### config.mk
export PLATFORM = sky130hd
export DESIGN_NAME = alu_sequencer_flat
export DESIGN_NICKNAME = d
export VERILOG_FILES = /design/src/rtl/never8_pkg.sv /design/src/rtl/alu_sequencer_if.sv /design/src/rtl/alu_sequencer.sv /design/src/flat_wrapper.sv
export SDC_FILE = /design/constraint.sdc
export NUM_CORES = 1
export LEC_CHECK = 0
export BUFFER_PORTS_ARGS = -buffer_cell sky130_fd_sc_hd__buf_2
export CAP_MARGIN = 20
export CORE_MARGIN = 1
export CORE_UTILIZATION = 35
export CTS_CLUSTER_DIAMETER = 50
export DETAILED_ROUTE_END_ITERATION = 8
export GPL_TIMING_DRIVEN = 0
export PLACE_DENSITY = 0.59
export SLEW_MARGIN = 40
export SYNTH_ARGS = -nofsm -noshare
export SYNTH_HDL_FRONTEND = slang
export SYNTH_SLANG_ARGS = --single-unit
### constraint.sdc
create_clock -name clk -period 4.4 [get_ports clk]
set_input_delay 0.44 -clock clk [delete_from_list [all_inputs] [get_ports clk]]
set_output_delay 0.44 -clock clk [all_outputs]
set_load 0.01 [all_outputs]
### src/rtl/never8_pkg.sv
// never8_pkg
// Shared definitions for the 8-bit accumulator sequencer:
//   - ALU opcode constants driven onto alu_opcode
//   - instruction field positions ([7:5] opcode, [4:0] immediate)
//   - sequencer FSM state enum
// No ports; imported by the interface, core and testbench.
package never8_pkg;

  // ALU opcodes carried in instruction bits [7:5]
  localparam logic [2:0] OP_SOMA  = 3'b000;
  localparam logic [2:0] OP_SUB   = 3'b001;
  localparam logic [2:0] OP_AND   = 3'b010;
  localparam logic [2:0] OP_OR    = 3'b011;
  localparam logic [2:0] OP_XOR   = 3'b100;
  localparam logic [2:0] OP_NOT   = 3'b101;
  localparam logic [2:0] OP_SHL   = 3'b110;
  localparam logic [2:0] OP_PASSA = 3'b111;

  // Instruction field positions
  localparam int INSTR_OP_MSB  = 7;
  localparam int INSTR_OP_LSB  = 5;
  localparam int INSTR_IMM_MSB = 4;
  localparam int INSTR_IMM_LSB = 0;

  typedef enum logic [1:0] {
    ST_IDLE,
    ST_ISSUE,
    ST_CAPTURE,
    ST_RESP
  } seq_state_t;

  function automatic logic [2:0] instr_opcode(input logic [7:0] instr);
    return instr[INSTR_OP_MSB:INSTR_OP_LSB];
  endfunction

  function automatic logic [4:0] instr_imm(input logic [7:0] instr);
    return instr[INSTR_IMM_MSB:INSTR_IMM_LSB];
  endfunction

endpackage

### src/rtl/alu_sequencer_if.sv
// alu_sequencer_if
// Bundles every non-clock signal of the sequencer:
//   instruction input  : in_valid, in_ready, in_instr[7:0], in_skipz
//   accumulator load   : ld_en, ld_data[7:0]
//   external ALU       : alu_opcode[2:0], alu_a[4:0], alu_b[7:0] out;
//                        alu_data_out[7:0], alu_zflag, alu_c back in
//   result output      : out_valid, out_ready, out_data[7:0], out_z, out_c,
//                        out_skipped
//   status             : busy
// slave  = the sequencer core, master = the environment (ALU, producer, consumer).
interface alu_sequencer_if;
  logic       in_valid;
  logic       in_ready;
  logic [7:0] in_instr;
  logic       in_skipz;
  logic       ld_en;
  logic [7:0] ld_data;
  logic [2:0] alu_opcode;
  logic [4:0] alu_a;
  logic [7:0] alu_b;
  logic [7:0] alu_data_out;
  logic       alu_zflag;
  logic       alu_c;
  logic       out_valid;
  logic       out_ready;
  logic [7:0] out_data;
  logic       out_z;
  logic       out_c;
  logic       out_skipped;
  logic       busy;

  modport slave (
    input  in_valid, in_instr, in_skipz, ld_en, ld_data,
    input  alu_data_out, alu_zflag, alu_c, out_ready,
    output in_ready, alu_opcode, alu_a, alu_b,
    output out_valid, out_data, out_z, out_c, out_skipped, busy
  );

  modport master (
    output in_valid, in_instr, in_skipz, ld_en, ld_data,
    output alu_data_out, alu_zflag, alu_c, out_ready,
    input  in_ready, alu_opcode, alu_a, alu_b,
    input  out_valid, out_data, out_z, out_c, out_skipped, busy
  );
endinterface

### src/rtl/alu_sequencer.sv
// alu_sequencer
// Sequences one 8-bit instruction at a time through an external ALU and keeps
// the accumulator plus Z/C flags.  IDLE -> ISSUE (ALU_SETTLE cycles) ->
// CAPTURE -> RESP, or IDLE -> RESP directly for a skipped conditional
// instruction (in_skipz with Z set).
// Ports:
//   clk  : single clock, rising edge
//   rst  : synchronous active-high reset
//   bus  : alu_sequencer_if.slave (instruction in, load, ALU, result out, busy)
// Parameters:
//   ACC_RESET  : accumulator value after reset
//   ALU_SETTLE : cycles (1..4) the ALU inputs are held before capture
module alu_sequencer
  import never8_pkg::*;
#(
  parameter logic [7:0] ACC_RESET  = 8'h00,
  parameter int         ALU_SETTLE = 1
) (
  input  logic           clk,
  input  logic           rst,
  alu_sequencer_if.slave bus
);

  localparam logic [1:0] SETTLE_INIT = 2'(ALU_SETTLE - 1);

  seq_state_t state_q, state_d;
  logic [7:0] acc_q, acc_d;
  logic       z_q, z_d;
  logic       c_q, c_d;
  logic [1:0] cnt_q, cnt_d;
  logic [7:0] instr_q, instr_d;
  logic       skipped_q, skipped_d;
  // Copies of the ALU inputs from the most recent ISSUE, so the ALU keeps
  // seeing the last issued operation outside ISSUE, even across a skip.
  logic [2:0] hold_op_q, hold_op_d;
  logic [4:0] hold_a_q, hold_a_d;
  logic [7:0] hold_b_q, hold_b_d;

  // Next-state logic.  The ALU result is only looked at in CAPTURE, and the
  // load port only in IDLE when no instruction is being accepted.
  always_comb begin
    state_d   = state_q;
    acc_d     = acc_q;
    z_d       = z_q;
    c_d       = c_q;
    cnt_d     = cnt_q;
    instr_d   = instr_q;
    skipped_d = skipped_q;
    hold_op_d = hold_op_q;
    hold_a_d  = hold_a_q;
    hold_b_d  = hold_b_q;

    unique case (state_q)
      ST_IDLE: begin
        if (bus.in_valid) begin
          instr_d = bus.in_instr;
          if (bus.in_skipz && z_q) begin
            skipped_d = 1'b1;
            state_d   = ST_RESP;
          end else begin
            skipped_d = 1'b0;
            cnt_d     = SETTLE_INIT;
            state_d   = ST_ISSUE;
          end
        end else if (bus.ld_en) begin
          acc_d = bus.ld_data;
        end
      end
      ST_ISSUE: begin
        hold_op_d = instr_opcode(instr_q);
        hold_a_d  = instr_imm(instr_q);
        hold_b_d  = acc_q;
        if (cnt_q == 2'd0) begin
          state_d = ST_CAPTURE;
        end else begin
          cnt_d = cnt_q - 2'd1;
        end
      end
      ST_CAPTURE: begin
        acc_d   = bus.alu_data_out;
        z_d     = bus.alu_zflag;
        c_d     = bus.alu_c;
        state_d = ST_RESP;
      end
      ST_RESP: begin
        if (bus.out_ready) begin
          state_d = ST_IDLE;
        end
      end
      default: state_d = ST_IDLE;
    endcase
  end

  // State register; reset aborts whatever instruction is in flight.
  always_ff @(posedge clk) begin
    if (rst) begin
      state_q   <= ST_IDLE;
      acc_q     <= ACC_RESET;
      z_q       <= 1'b0;
      c_q       <= 1'b0;
      cnt_q     <= 2'd0;
      instr_q   <= 8'h00;
      skipped_q <= 1'b0;
      hold_op_q <= 3'd0;
      hold_a_q  <= 5'd0;
      hold_b_q  <= 8'h00;
    end else begin
      state_q   <= state_d;
      acc_q     <= acc_d;
      z_q       <= z_d;
      c_q       <= c_d;
      cnt_q     <= cnt_d;
      instr_q   <= instr_d;
      skipped_q <= skipped_d;
      hold_op_q <= hold_op_d;
      hold_a_q  <= hold_a_d;
      hold_b_q  <= hold_b_d;
    end
  end

  // ALU inputs come only from registers: the instruction register and the
  // accumulator during ISSUE (stable, since neither changes there), the held
  // copies elsewhere.
  always_comb begin
    if (state_q == ST_ISSUE) begin
      bus.alu_opcode = instr_opcode(instr_q);
      bus.alu_a      = instr_imm(instr_q);
      bus.alu_b      = acc_q;
    end else begin
      bus.alu_opcode = hold_op_q;
      bus.alu_a      = hold_a_q;
      bus.alu_b      = hold_b_q;
    end
  end

  // in_ready is masked by rst so nothing is offered during the reset cycle.
  assign bus.in_ready    = (state_q == ST_IDLE) && !rst;
  assign bus.out_valid   = (state_q == ST_RESP);
  assign bus.busy        = (state_q != ST_IDLE);
  assign bus.out_data    = acc_q;
  assign bus.out_z       = z_q;
  assign bus.out_c       = c_q;
  assign bus.out_skipped = skipped_q;

endmodule

### src/flat_wrapper.sv
// flat-port wrapper written by rule: the top's interface ports become plain ports
module alu_sequencer_flat import never8_pkg::*;
#(
  parameter logic [7:0] ACC_RESET  = 8'h00,
  parameter int         ALU_SETTLE = 1
)
  (clk, rst, bus_in_valid, bus_in_instr, bus_in_skipz, bus_ld_en, bus_ld_data, bus_alu_data_out, bus_alu_zflag, bus_alu_c, bus_out_ready, bus_in_ready, bus_alu_opcode, bus_alu_a, bus_alu_b, bus_out_valid, bus_out_data, bus_out_z, bus_out_c, bus_out_skipped, bus_busy);
  alu_sequencer_if bus_i ();
  input  logic clk;
  input  logic rst;
  input wire logic [$bits(bus_i.in_valid)-1:0] bus_in_valid;
  input wire logic [$bits(bus_i.in_instr)-1:0] bus_in_instr;
  input wire logic [$bits(bus_i.in_skipz)-1:0] bus_in_skipz;
  input wire logic [$bits(bus_i.ld_en)-1:0] bus_ld_en;
  input wire logic [$bits(bus_i.ld_data)-1:0] bus_ld_data;
  input wire logic [$bits(bus_i.alu_data_out)-1:0] bus_alu_data_out;
  input wire logic [$bits(bus_i.alu_zflag)-1:0] bus_alu_zflag;
  input wire logic [$bits(bus_i.alu_c)-1:0] bus_alu_c;
  input wire logic [$bits(bus_i.out_ready)-1:0] bus_out_ready;
  output wire logic [$bits(bus_i.in_ready)-1:0] bus_in_ready;
  output wire logic [$bits(bus_i.alu_opcode)-1:0] bus_alu_opcode;
  output wire logic [$bits(bus_i.alu_a)-1:0] bus_alu_a;
  output wire logic [$bits(bus_i.alu_b)-1:0] bus_alu_b;
  output wire logic [$bits(bus_i.out_valid)-1:0] bus_out_valid;
  output wire logic [$bits(bus_i.out_data)-1:0] bus_out_data;
  output wire logic [$bits(bus_i.out_z)-1:0] bus_out_z;
  output wire logic [$bits(bus_i.out_c)-1:0] bus_out_c;
  output wire logic [$bits(bus_i.out_skipped)-1:0] bus_out_skipped;
  output wire logic [$bits(bus_i.busy)-1:0] bus_busy;
  assign bus_i.in_valid = bus_in_valid;
  assign bus_i.in_instr = bus_in_instr;
  assign bus_i.in_skipz = bus_in_skipz;
  assign bus_i.ld_en = bus_ld_en;
  assign bus_i.ld_data = bus_ld_data;
  assign bus_i.alu_data_out = bus_alu_data_out;
  assign bus_i.alu_zflag = bus_alu_zflag;
  assign bus_i.alu_c = bus_alu_c;
  assign bus_i.out_ready = bus_out_ready;
  assign bus_in_ready = bus_i.in_ready;
  assign bus_alu_opcode = bus_i.alu_opcode;
  assign bus_alu_a = bus_i.alu_a;
  assign bus_alu_b = bus_i.alu_b;
  assign bus_out_valid = bus_i.out_valid;
  assign bus_out_data = bus_i.out_data;
  assign bus_out_z = bus_i.out_z;
  assign bus_out_c = bus_i.out_c;
  assign bus_out_skipped = bus_i.out_skipped;
  assign bus_busy = bus_i.busy;
  alu_sequencer #(.ACC_RESET(ACC_RESET), .ALU_SETTLE(ALU_SETTLE)) u_core (.clk(clk), .rst(rst), .bus(bus_i));
endmodule
==> run_results.csv, run 1 <==
group,metric,value,unit
worst_setup_path,required,3.96,ns
floorplanning,initial_core_util,0.372,
clock_tree,worstSkewPairLatency,0.29,ns
job,drv_cap,0,
place,portBuffers,61,
global_route,grt_pass1_vias,1372,
yosys,yosysUniqueCellTypes,27,
layout,nets,284,
run_status,status,"complete, no violations",
yosys,yosys-top-cells-count,"dfxtp_1 (39), and2_1 (16), mux2_2 (16)",
yosys,yosysTopAreaCellShare,0.435,
drt,via_count,1440,
drt,vias_per_cell,4.60,
yosys,ys_ff_latch,39,
clock_tree,numCtsBuffers,5,
drt,ant_nets,0,
yosys,synth_area_leaders,"dfxtp_1 (44%), mux2_2 (10%), mux2i_1 (6.7%)",
worst_setup_path,start_kind,"flop",
sta,drv_slew,0,
sta,maxSlewHeadroom,0.546,
yosys,synth_most_common_cell,"dfxtp_1",
sta,finalSetupTns,0,ns
layout,antenna_cells,0,
drt,wirelength,3960,um
worst_setup_path,arrival,1.98,ns
drt,drcViolationCount,0,
sta,final.setup.worst_slack,1.98,ns
clock_tree,ctsRootBufferMaster,"clkbuf_8",
floorplanning,ios,62,
clock_tree,cts_hold_buffers,0,
yosys,netlist_instances,177,
global_route,antenna_found_initial,0,
floorplanning,rows,25,
clock_tree,tritoncts,"yes",
sta,hold_violations,0,
power,power_leakage,1.05,nW
power,ir_worst_vdd,0.000221,V
yosys,yosysWarnings,0,
clock_tree,clk_pin_slew,0.07,ns
layout,areaGrowthSynthToFinish,28.3,%
power,p_per_area,607,nW/um^2
drt,dr.pass1.iters,4,
sta,min_period,2.42,ns
sta,fin_skew,0.00494,ns
place,hpwl,2840,um
floorplanning,die_area,5410,um^2
global_route,grt_pass1_wl,6460,um
clock_tree,cts_resized,0,
sta,max_slew.worst_pin.slew,0.681,ns
yosys,synth_ff_type,"dfxtp_1",
floorplanning,dieWidth,73.6,um
sta,rsz0062_at_grt,"false",
yosys,syn_nets,216,
yosys,synth_edf_count,0,
clock_tree,htree_levels,2,
yosys,avgSynthCellArea,10.1,um^2
sta,finalCritPeriodShare,0.550,
yosys,seq_area_frac_synth,0.435,
hold_path,hold_path.class,"in2reg",
clock_tree,clock-sinks,39,
yosys,postSynth.asyncResetShare,0,
global_route,grtUsageTotal,0.160,
drt,wire_per_inst,12.7,um
layout,drive_gt1_frac,0.407,
worst_setup_path,crit_fanout,10,
sta,max_freq,413,MHz
floorplanning,die_h,73.6,um
drt,dr.first_iter.drc_count,33,
sta,setup_viol_count_final,0,
place,dp_slack,2.27,ns
worst_setup_path,end_kind,"output port",
worst_setup_path,critical_path_class,"reg2out",
place,gp_congestion,0.763,
floorplanning,core_region_area,4820,um^2
clock_tree,post-cts-setup-buffers,0,
global_route,grt_max_degree,13,
global_route,overflow,0,
yosys,synth_top_area_cell,"dfxtp_1",
yosys,post_synth_instance_area,1790,um^2
clock_tree,cts_buffer_depth,2,
[final timing paths]
path | start | to | slack [ns] | cells past startpoint
worst max-delay path | u_core.state_q[1] | bus_alu_a[1] | 1.98 | 6
worst min register to register | u_core.instr_q[2] | u_core.instr_q[2] | 0.46 | 2
worst min-delay path | rst | u_core.state_q[1] | 0.37 | 2
worst max register to register | u_core.state_q[1] | u_core.hold_b_q[0] | 2.60 | 6
[layout by cell type, fill, tap and decap left out]
cell type   n
inv_1       6
and3_1      2
clkinv_2    1
a211oi_1    1
ha_1        7
nand2b_1    4
a31oi_1     2
bufinv_16   1
buf_1       1
and3b_1     1
nor2b_1     3
a311oi_1    1
nand2_1    12
buf_6       2
mux2i_1    12
a2111oi_4   1
a211oi_2    8
buf_2      65
a21oi_1     9
and2_1     16
nand3b_1    1
or2_1       1
clkbuf_1    5
nor2_1      4
mux2_2     16
nand4_1     1
nor3_1      8
nand3_1    10
dfxtp_1    39
clkbuf_8    6
[worst max-delay path, stage by stage, from the launching register on]
cell,delay (ns)
dfxtp_1,0.34
inv_1,0.12
ha_1,0.15
buf_2,0.25
buf_2,0.31
mux2_2,0.37
buf_2,0.14
[where the power goes]
part | total [mW] | internal (mW) | switching, mW
clock | 0.308 | 0.183 | 0.124
combinational | 0.615 | 0.283 | 0.332
sequential | 0.473 | 0.428 | 0.0445
total | 1.40 | 0.895 | 0.501
[registers in the layout, summed over array words and instances (netlist names)]
| signal | cells |
|---|---|
| u_core.hold_op_q | 3 |
| u_core.bus.out_data | 8 |
| u_core.state_q | 2 |
| u_core.bus.out_z | 1 |
| u_core.cnt_q | 2 |
| u_core.bus.out_skipped | 1 |
| u_core.instr_q | 8 |
| u_core.hold_b_q | 8 |
| u_core.hold_a_q | 5 |
| u_core.bus.out_c | 1 |
[metrics by stage]
step,util,hold slack [ns],std cells,power [mW],cell area [um^2]
2_1_floorplan,-,0.433,177,0.928,1790
3_3_place_gp,0.453,0.441,305,1.10,2180
3_5_place_dp,0.453,0.447,305,1.10,2180
4_1_cts,0.477,0.366,313,1.41,2300
5_1_grt,0.477,0.377,313,1.50,2300
6_report,0.477,0.367,313,1.40,2300
[metal layers]
| layer | GRT usage | vias to the layer above | part of all wire |
|---|---|---|---|
| met5 | 0 | - | 0 |
| met4 | 0.0513 | 0 | 0.013 |
| met3 | 0.0453 | 7 | 0.068 |
| met2 | 0.266 | 53 | 0.43 |
| met1 | 0.199 | 632 | 0.49 |
| li1 | - | 748 | - |
[cell families after synthesis]
family                     count (synthesis)  synth area share
adders and majority gates                  7            0.0488
AOI/OAI and AO/OA                         22             0.112
and+or+nand+nor                           63             0.187
buffers and inverters                     18            0.0488
muxes                                     28             0.167
DFF                                       39             0.435
[area by class of cell]
type                    count  area [um^2]
fillers                   497         2520
multi-input cells         120          925
flip-flops and latches     39          781
repair buffers             61          305
well taps                  67         83.8
clock buffers               6         82.6
plain buffers              12         65.1
clock inverters             2         35.0
inverters                   6         22.5
No activity file was read; power rests on OpenSTA's default activity.
==> run 2, diff against run 1 <==
--- a/config.mk
+++ b/config.mk
@@ -5,6 +5,7 @@
 export SDC_FILE = /design/constraint.sdc
 export NUM_CORES = 1
 export LEC_CHECK = 0
+export ABC_AREA = 1
 export BUFFER_PORTS_ARGS = -buffer_cell sky130_fd_sc_hd__buf_2
 export CAP_MARGIN = 20
 export CORE_MARGIN = 1
@@ -12,7 +13,7 @@
 export CTS_CLUSTER_DIAMETER = 50
 export DETAILED_ROUTE_END_ITERATION = 8
 export GPL_TIMING_DRIVEN = 0
-export PLACE_DENSITY = 0.59
+export PLACE_DENSITY = 0.62
 export SLEW_MARGIN = 40
 export SYNTH_ARGS = -nofsm -noshare
 export SYNTH_HDL_FRONTEND = slang
==> constraint.sdc (replaced) <==
create_clock -name clk -period 2.2 [get_ports clk]
set_input_delay 0.22 -clock clk [delete_from_list [all_inputs] [get_ports clk]]
set_output_delay 0.22 -clock clk [all_outputs]
set_load 0.01 [all_outputs]
==> run 2 against run 1 <==
Effect of this change: register-to-register slack got worse by 1.8 ns; critical path depth up 2; largest power group unchanged; combinational power grew 110%; global-route usage down 0.14 points; non-clock buffer count down 5; worst setup slack got worse by 1.6 ns; critical endpoint is now bus_alu_b[6]; first-iteration DRC count up 110%; highest routed layer unchanged; count of clock-buffer cells in the layout unchanged; largest cell class unchanged.
==> run_results.csv, run 2 <==
group,metric,value,unit
worst_setup_path,arrival,1.63,ns
floorplanning,dieWidth,73.1,um
sta,drv_slew,0,
power,p_comb_frac,0.468,
yosys,synth_area_leaders,"dfxtp_1 (44%), nand2_1 (19%), nor2_1 (9.5%)",
drt,vias_per_cell,4.34,
power,power_leakage,1.21,nW
clock_tree,cts_resized,0,
clock_tree,worstSkewPairLatency,0.29,ns
place,hpwl,3000,um
power,p_int,1.60,mW
layout,fillers,519,
sta,max_slew.worst_pin.slew,0.257,ns
clock_tree,cts_hold_buffers,0,
global_route,antenna_found_initial,0,
layout,finalNonFillerCells,385,
drt,drcViolationCount,0,
hold_path,hold_path.class,"in2reg",
clock_tree,htree_levels,2,
sta,maxSlewHeadroom,0.828,
power,power,2.76,mW
worst_setup_path,start_kind,"flop",
floorplanning,ios,62,
yosys,avgSynthCellArea,7.08,um^2
sta,finalCritPeriodShare,0.840,
worst_setup_path,crit_fanout,10,
global_route,grt_pass1_wl,6380,um
sta,max_freq,541,MHz
yosys,synth_top_area_cell,"dfxtp_1",
power,netSwitchingPower,1.16,mW
worst_setup_path,end_kind,"output port",
sta,rsz0062_at_grt,"false",
yosys,yosysUniqueCellTypes,22,
global_route,overflow,0,
yosys,yosysTopAreaCellShare,0.441,
place,place_inst,377,
clock_tree,post-cts-setup-buffers,0,
yosys,ys_ff_latch,39,
yosys,syn_nets,289,
power,pwr-share-clk,0.171,
clock_tree,clock-sinks,39,
layout,antenna_cells,0,
drt,wirelength,3960,um
floorplanning,core_region_area,4790,um^2
power,ir_worst_vdd,0.000598,V
layout,nets,356,
sta,hold_violations,0,
layout,final_common_cell,"nand2_1",
sta,fin_skew,0.00448,ns
layout,layout_common_cells,"nand2_1 (89), buf_2 (62), nor2_1 (45)",
global_route,grt_max_degree,13,
job,drv_cap,0,
sta,setup_viol_count_final,0,
yosys,yosysWarnings,0,
drt,dr.first_iter.drc_count,69,
sta,finalSetupTns,0,ns
power,p_per_area,1230,nW/um^2
layout,areaGrowthSynthToFinish,26.5,%
sta,min_period,1.85,ns
yosys,synth_most_common_cell,"nand2_1",
floorplanning,initial_core_util,0.370,
yosys,postSynth.asyncResetShare,0,
clock_tree,cts_buffer_depth,2,
worst_setup_path,required,1.98,ns
clock_tree,tritoncts,"yes",
floorplanning,die_h,73.1,um
yosys,synth_edf_count,0,
layout,drive_gt1_frac,0.274,
clock_tree,ctsRootBufferMaster,"clkbuf_8",
place,portBuffers,60,
yosys,netlist_instances,250,
clock_tree,clk_pin_slew,0.07,ns
drt,ant_nets,0,
run_status,status,"complete, no violations",
yosys,yosys-top-cells-count,"nand2_1 (89), nor2_1 (45), dfxtp_1 (39)",
power,swShare,0.420,
floorplanning,die_area,5340,um^2
power,p_seq_frac,0.361,
drt,dr.pass1.iters,4,
place,gp_congestion,0.810,
worst_setup_path,critical_path_class,"reg2out",
global_route,grt_pass1_vias,1421,
drt,wire_per_inst,10.3,um
clock_tree,numCtsBuffers,5,
yosys,synth_ff_type,"dfxtp_1",
yosys,seq_area_frac_synth,0.441,
yosys,post_synth_instance_area,1770,um^2
global_route,grtUsageTotal,0.159,
drt,via_count,1672,
floorplanning,rows,25,
## run 2: cell types whose count changed after synthesis, sizes merged, moves of 8 or more
cell	change
a211oi	-8
and2	-16
inv	+9
mux2	-16
mux2i	-12
nand2	+80
nor2	+41
o21ai	+19
## run 2: layout make-up
cell class              instances  area, um^2  share of cell area
plain buffers                   8        66.3              0.0296
multi-input cells             187         855               0.382
flip-flops and latches         39         781               0.349
clock buffers                   6        72.6              0.0324
clock inverters                 2        12.5             0.00559
well taps                      67        83.8              0.0375
repair buffers                 60         300               0.134
inverters                      16        67.6              0.0302
## run 2: worst max-delay path, cell delays in order, from the launching register on
cell and delay [ns]:
dfxtp_1 0.36, inv_1 0.11, ha_1 0.20, buf_6 0.14, inv_4 0.09, buf_6 0.15
nand2_1 0.07, nand2_1 0.08, buf_2 0.13
## run 2: cells by family (layout without fill, tap and decap cells)
| family | count (synthesis) | in the layout | share of synthesized area |
|---|---|---|---|
| AO/OA/AOI/OAI | 37 | 37 | 0.110 |
| adder cells (fa/ha/maj) | 7 | 7 | 0.0495 |
| flip-flops | 39 | 39 | 0.441 |
| buffers and inverters | 24 | 92 | 0.0757 |
| AND/OR/NAND/NOR | 143 | 143 | 0.324 |
## run 2: stage by stage
stage | worst slack, ns | hold slack (ns) | utilization | area [um^2]
4_1_cts | 0.333 | 0.144 | 0.468 | 2240
6_report | 0.352 | 0.150 | 0.468 | 2240
3_3_place_gp | 0.666 | 0.442 | 0.450 | 2150
3_5_place_dp | 0.661 | 0.450 | 0.450 | 2150
5_1_grt | 0.218 | 0.165 | 0.468 | 2240
2_1_floorplan | 0.898 | 0.355 | - | 1770
## run 2: per-layer routing
metal	routed length [um]	GRT usage
met1	1870	0.201
met2	1850	0.256
met3	168	0.0318
met4	78	0.0784
met5	0	0
## run 2: power groups by stage
stage          Combinational [mW]  Clock [mW]  Sequential, mW
2_1_floorplan               0.901           0            1.03
4_1_cts                      1.31       0.485           0.998
6_report                     1.29       0.471           0.997
5_1_grt                      1.49       0.517            1.02
3_5_place_dp                 1.31           0            1.01
3_3_place_gp                 1.29           0            1.01
## run 2: final timing paths
kind	startpoint	endpoint	slack [ns]	cells after the start
min	bus_alu_c	u_core.bus.out_c	0.15	3
max	u_core.state_q[1]	bus_alu_b[6]	0.35	8
min reg2reg	u_core.hold_a_q[0]	u_core.hold_a_q[0]	0.47	2
max reg2reg	u_core.state_q[0]	u_core.bus.out_data[1]	0.77	8
